### src/rtl/wvb_reader.sv
// Waveform-buffer read engine: pops a header, fetches its samples from storage, emits header then sample stream.
// Latency: header valid 1 cycle after pop; first sample valid P_RD_LAT+1 cycles after the first storage read.
// Backpressure: storage reads are credit-limited so in-flight reads plus queued samples never exceed P_FIFO_DEPTH.
//
// Ports:
//   clk, rst_n          clock, asynchronous active-low reset
//   en                  allow new events to start (an event in progress always completes)
//   hdr_empty/hdr_data  show-ahead header FIFO head; [11:0] stop address, [23:12] start address (for 12-bit addresses)
//   hdr_rdreq           pops the header FIFO and loads the storage read address
//   wvb_rdreq/wvb_data  storage read request / data returned P_RD_LAT cycles later
//   wvb_rddone          one-cycle pulse once the whole event has left the block
//   out_hdr*            header word handshake
//   out_data/valid/ready/last  sample stream handshake, last flag on the final sample
//   busy, n_evt_read    engine not idle, completed event count (wraps at 2^16)
module wvb_reader #(
    parameter int P_DATA_WIDTH = 22,
    parameter int P_ADR_WIDTH  = 12,
    parameter int P_HDR_WIDTH  = 80,
    parameter int P_RD_LAT     = 2,
    parameter int P_FIFO_DEPTH = 4
) (
    input  logic                    clk,
    input  logic                    rst_n,
    input  logic                    en,
    input  logic                    hdr_empty,
    input  logic [P_HDR_WIDTH-1:0]  hdr_data,
    output logic                    hdr_rdreq,
    output logic                    wvb_rdreq,
    input  logic [P_DATA_WIDTH-1:0] wvb_data,
    output logic                    wvb_rddone,
    output logic [P_HDR_WIDTH-1:0]  out_hdr,
    output logic                    out_hdr_valid,
    input  logic                    out_hdr_ready,
    output logic [P_DATA_WIDTH-1:0] out_data,
    output logic                    out_valid,
    input  logic                    out_ready,
    output logic                    out_last,
    output logic                    busy,
    output logic [15:0]             n_evt_read
);

    localparam int AW = $clog2(P_FIFO_DEPTH);
    localparam int CW = AW + 2;              // wide enough for inflight + fifo_count without overflow
    localparam int RW = P_ADR_WIDTH + 1;     // remain can hold a full 2^P_ADR_WIDTH buffer

    typedef enum logic [2:0] {S_IDLE, S_HDR, S_SAMP, S_DRAIN, S_DONE} state_t;

    state_t                  state, state_nxt;
    logic [RW-1:0]           remain;
    logic [P_ADR_WIDTH-1:0]  span;
    logic [P_RD_LAT-1:0]     rd_vld_sr, rd_last_sr;
    logic [CW-1:0]           inflight, fifo_count;
    logic [P_DATA_WIDTH-1:0] fifo_dat [P_FIFO_DEPTH];
    logic [P_FIFO_DEPTH-1:0] fifo_last;
    logic [AW-1:0]           wr_ptr, rd_ptr;
    logic                    ret_vld, ret_last, pop, rd_final;

    // Sample count of the event; a zero span means the whole storage ring.
    assign span = hdr_data[P_ADR_WIDTH-1:0] - hdr_data[2*P_ADR_WIDTH-1:P_ADR_WIDTH] + P_ADR_WIDTH'(1);

    assign ret_vld   = rd_vld_sr[P_RD_LAT-1];
    assign ret_last  = rd_last_sr[P_RD_LAT-1];
    assign out_valid = (fifo_count != '0);
    assign out_data  = fifo_dat[rd_ptr];
    assign out_last  = fifo_last[rd_ptr];
    assign pop       = out_valid && out_ready;
    assign rd_final  = wvb_rdreq && (remain == RW'(1));

    // State register
    always_ff @(posedge clk or negedge rst_n) begin
        if (!rst_n) state <= S_IDLE;
        else        state <= state_nxt;
    end

    // Next-state logic
    always_comb begin
        state_nxt = state;
        case (state)
            S_IDLE:  if (hdr_rdreq) state_nxt = S_HDR;
            S_HDR:   if (out_hdr_ready) state_nxt = S_SAMP;
            S_SAMP:  if (rd_final || remain == '0) state_nxt = S_DRAIN;
            // The last-tagged entry is the only one left when it pops, so nothing remains after it.
            S_DRAIN: if (inflight == '0 && fifo_count == CW'(1) && pop && out_last) state_nxt = S_DONE;
            S_DONE:  state_nxt = S_IDLE;
            default: state_nxt = S_IDLE;
        endcase
    end

    // Outputs; hdr_rdreq is gated by rst_n so it stays low while reset is held.
    always_comb begin
        hdr_rdreq     = rst_n && (state == S_IDLE) && en && !hdr_empty;
        // Credit uses the count before this cycle's pop.
        wvb_rdreq     = (state == S_SAMP) && (remain != '0) && ((inflight + fifo_count) < CW'(P_FIFO_DEPTH));
        out_hdr_valid = (state == S_HDR);
        wvb_rddone    = (state == S_DONE);
        busy          = (state != S_IDLE);
    end

    // Header capture, sample countdown, event counter, read-return tracking
    always_ff @(posedge clk or negedge rst_n) begin
        if (!rst_n) begin
            out_hdr    <= '0;
            remain     <= '0;
            n_evt_read <= '0;
            rd_vld_sr  <= '0;
            rd_last_sr <= '0;
            inflight   <= '0;
        end else begin
            if (hdr_rdreq) begin
                out_hdr <= hdr_data;
                remain  <= (span == '0) ? {1'b1, {P_ADR_WIDTH{1'b0}}} : {1'b0, span};
            end else if (wvb_rdreq) begin
                remain <= remain - RW'(1);
            end
            if (state == S_DONE) n_evt_read <= n_evt_read + 16'd1;
            rd_vld_sr[0]  <= wvb_rdreq;
            rd_last_sr[0] <= rd_final;
            for (int i = 1; i < P_RD_LAT; i++) begin
                rd_vld_sr[i]  <= rd_vld_sr[i-1];
                rd_last_sr[i] <= rd_last_sr[i-1];
            end
            inflight <= inflight + CW'(wvb_rdreq) - CW'(ret_vld);
        end
    end

    // Output sample FIFO; each entry carries its last tag.
    always_ff @(posedge clk or negedge rst_n) begin
        if (!rst_n) begin
            for (int i = 0; i < P_FIFO_DEPTH; i++) fifo_dat[i] <= '0;
            fifo_last  <= '0;
            wr_ptr     <= '0;
            rd_ptr     <= '0;
            fifo_count <= '0;
        end else begin
            if (ret_vld) begin
                fifo_dat[wr_ptr]  <= wvb_data;
                fifo_last[wr_ptr] <= ret_last;
                wr_ptr            <= wr_ptr + AW'(1);
            end
            if (pop) rd_ptr <= rd_ptr + AW'(1);
            fifo_count <= fifo_count + CW'(ret_vld) - CW'(pop);
        end
    end

endmodule

### config.mk
export PLATFORM = sky130hd
export DESIGN_NAME = wvb_reader
export DESIGN_NICKNAME = d
export VERILOG_FILES = /design/src/rtl/wvb_reader.sv
export SDC_FILE = /design/constraint.sdc
export NUM_CORES = 1
export LEC_CHECK = 0
export CAP_MARGIN = 25
export CORE_MARGIN = 5
export CORE_UTILIZATION = 40
export CTS_CLUSTER_DIAMETER = 80
export DETAILED_ROUTE_END_ITERATION = 12
export PLACE_DENSITY = 0.68
export SLEW_MARGIN = 0
export SYNTH_ARGS = -nofsm -noshare
export SYNTH_HDL_FRONTEND = slang
export SYNTH_SLANG_ARGS = --single-unit
### constraint.sdc
create_clock -name clk -period 2.6 [get_ports clk]
set_input_delay 0.52 -clock clk [delete_from_list [all_inputs] [get_ports clk]]
set_output_delay 0.52 -clock clk [all_outputs]
set_load 0.02 [all_outputs]
==> flow_summary.yaml <==
power:
  swShare_pct: 26.0
  power_frac_comb_pct: 22.5
  p_sw_mw: 2.57
  power_frac_seq_pct: 36.8
  power.density_nw_per_um2: 682
  p_int_mw: 7.31
  ir_worst_vdd_v: 0.000556
  fin_total_pwr_mw: 9.88
  p_leak_nw: 6.81
  clock_power_share_pct: 40.6
setup_path:
  worstSetupPathType: "reg2out"
  cp-end-kind: "output pin"
  required_ps: 2080
  worstPathMaxFanout: 2
  worstReg2RegEnd: "inflight[1]"
  r2r-start: "fifo_count[1]"
  reg2reg_slack_ps: -20
  crit_arrival_ps: 2320
  critPathLaunchType: "register"
  r2r_cells: 11
cts:
  insertion_delay_ps: 520
  cts_buffers: 26
  ctsRootBufferMaster: "clkbuf_16"
  cts_tree: "yes"
  clkSinkCount: 220
  cts_max_level: 1
  clk_pin_slew_ps: 60
  clock_path_buffers: 3
die:
  pin_count: 233
  die_w_um: 170
  start_util_pct: 40.6
  rows: 58
  die_area_sq_um: 28800
  die_h_um: 170
  coreArea_sq_um: 25100
final_layout:
  area.sequential_sq_um: 5510
  final_util_pct: 57.7
  fin_nets: 1348
  final_area_sq_um: 14500
  final_common_cell: "nand2_1"
  final_cell_mix: "241 x nand2_1, 219 x dfrtp_1, 203 x clkdlybuf4s50_1"
  multi_input_area_sq_um: 4510
  area_growth_syn_to_layout_pct: 42.2
  antenna_cells: 0
  n_fill_cell: 2147
  drive_above_1_share_pct: 22.9
sta:
  hold_viol_final: 0
  fin_hold_ws_ps: 146
  max_freq_mhz: 352
  setup_tns_ps: -261
  rsz0062_at_grt: "true"
  finalMaxSlewViolations: 0
  skew_ps: 7.91
  post-route-min-period_ps: 2840
  finalSetupViolCount: 2
  period_share_pct: 109
  layout_setup_ws_ps: -241
  tightest_slew_ps: 859
  max_slew_margin_pct: 42.7
route:
  via_per_inst: 4.92
  drtIter0Drc: 341
  wl_per_cell_um: 16.6
  via_count: 7603
  totalWireLength_um: 25700
  ant_nets: 0
  drtPass1Iterations: 4
  drc: 0
global_route:
  grt_first_pass_wirelength_um: 42400
  grt_max_degree: 138
  antenna_found_initial: 1
  gr-usage-all-layers_pct: 17.9
  grt_pass1_vias: 8366
  gr-total-overflow: 0
synth:
  syn-num-nets: 1049
  ys.flop_type: "dfrtp_1"
  synth_warnings: 0
  syn_inst: 898
  synth-edff-count: 0
  yosysSeqAreaShare_pct: 54.0
  synth_cell_types: 58
  ys_seq_elements: 220
  mappedNetlistArea_sq_um: 10200
  postSynthAreaPerCell_sq_um: 11.4
  async_flop_share_pct: 100
placed_design:
  detailed_place_hpwl_um: 18200
  placed_area_sq_um: 13400
  place_congestion: 0.814
  io_buffers: 232
outcome:
  violations: "negative setup slack"
  outcome: "finished, violations left"
hold_path:
  min_path_type: "in2async"
flow_run:
  max-cap-violations: 0
==> what timing repair did <==
item	in CTS	in global routing
hold buffers	1	0
gates cloned	1	0
pin swaps	5	12
setup endpoints to repair	28	13
endpoints found under the hold margin	17	0
buffers inserted	7	2
gates resized for setup	76	19
==> synthesized netlist by cell type (13+ instances only) <==
cell | instances | area [sq um]
mux4_2 | 23 | 518
nand2_1 | 243 | 912
nor3_1 | 14 | 70.1
xor2_1 | 15 | 131
dfrtp_1 | 220 | 5510
inv_1 | 41 | 154
ha_1 | 40 | 500
o21ai_0 | 27 | 135
nand3_1 | 13 | 65.1
xnor2_1 | 25 | 219
buf_1 | 13 | 48.8
mux2_2 | 93 | 1050
clkbuf_1 | 22 | 82.6
nor2_1 | 18 | 67.6
==> final cells by class <==
class                   instances  share of cell area [%]
inverters                      42                    1.10
clock buffers                  35                    5.35
repair buffers                308                    20.2
clock inverters                12                    1.37
flip-flops and latches        220                    38.0
multi-input cells             599                    31.1
well taps                     330                    2.85
==> layer usage <==
metal / routed length (um) / GRT usage [%]
met1: 10500 / 22.0
met2: 12200 / 29.9
met3: 2250 / 6.17
met4: 758 / 5.46
met5: 11 / 0
==> stage by stage <==
stage	setup slack, ps	cells
3_5_place_dp	-500	1491
6_report	-241	1546
4_1_cts	-280	1547
5_1_grt	-329	1546
3_3_place_gp	-469	1491
2_1_floorplan	-15.4	898
==> power by group through the flow <==
stage	combinational [mW]	sequential (mW)	clock, mW
2_1_floorplan	1.26	3.66	0
6_report	2.23	3.64	4.01
3_3_place_gp	2.25	3.70	0
3_5_place_dp	2.28	3.70	0
5_1_grt	2.43	3.65	4.28
4_1_cts	2.29	3.64	4.13
==> cell families (layout without fill, tap and decap cells) <==
| family | count (synthesis) | in the layout | synth area share (%) |
|---|---|---|---|
| buffers and inverters | 79 | 397 | 2.99 |
| DFF | 220 | 220 | 54.0 |
| adders and majority gates | 43 | 43 | 5.50 |
| xor gates and xnor gates | 40 | 40 | 3.44 |
| AOI/OAI and AO/OA | 67 | 67 | 4.12 |
| and+or+nand+nor | 326 | 326 | 13.9 |
| muxes | 123 | 123 | 16.0 |
==> sequential cells by signal (all words and copies together) (netlist names) <==
signal,count
fifo_dat,88
out_hdr,80
n_evt_read,16
remain,13
fifo_count,4
fifo_last,4
inflight,4
state,3
rd_last_sr,2
rd_ptr,2
rd_vld_sr,2
wr_ptr,2
==> critical path, stage by stage (launching register included) <==
cell	delay [ps]
dfrtp_1	390
ha_1	300
a311o_1	320
or4_4	440
o31ai_4	90
nand2_2	110
inv_4	60
buf_6	110
==> worst max-delay path by stage <==
| stage | to | cells after the start | slack [ps] | startpoint |
|---|---|---|---|---|
| after detailed placement | remain[12] | 12 | -500 | hdr_data[13] |
| after global placement | remain[12] | 12 | -470 | hdr_data[13] |
| after global routing | wvb_rdreq | 7 | -330 | inflight[1] |
| after floorplan | inflight[2] | 10 | -20 | fifo_count[1] |
| final | wvb_rdreq | 7 | -240 | fifo_count[1] |
| after CTS | wvb_rdreq | 7 | -280 | inflight[1] |
Power figures use the tool's default switching activity.
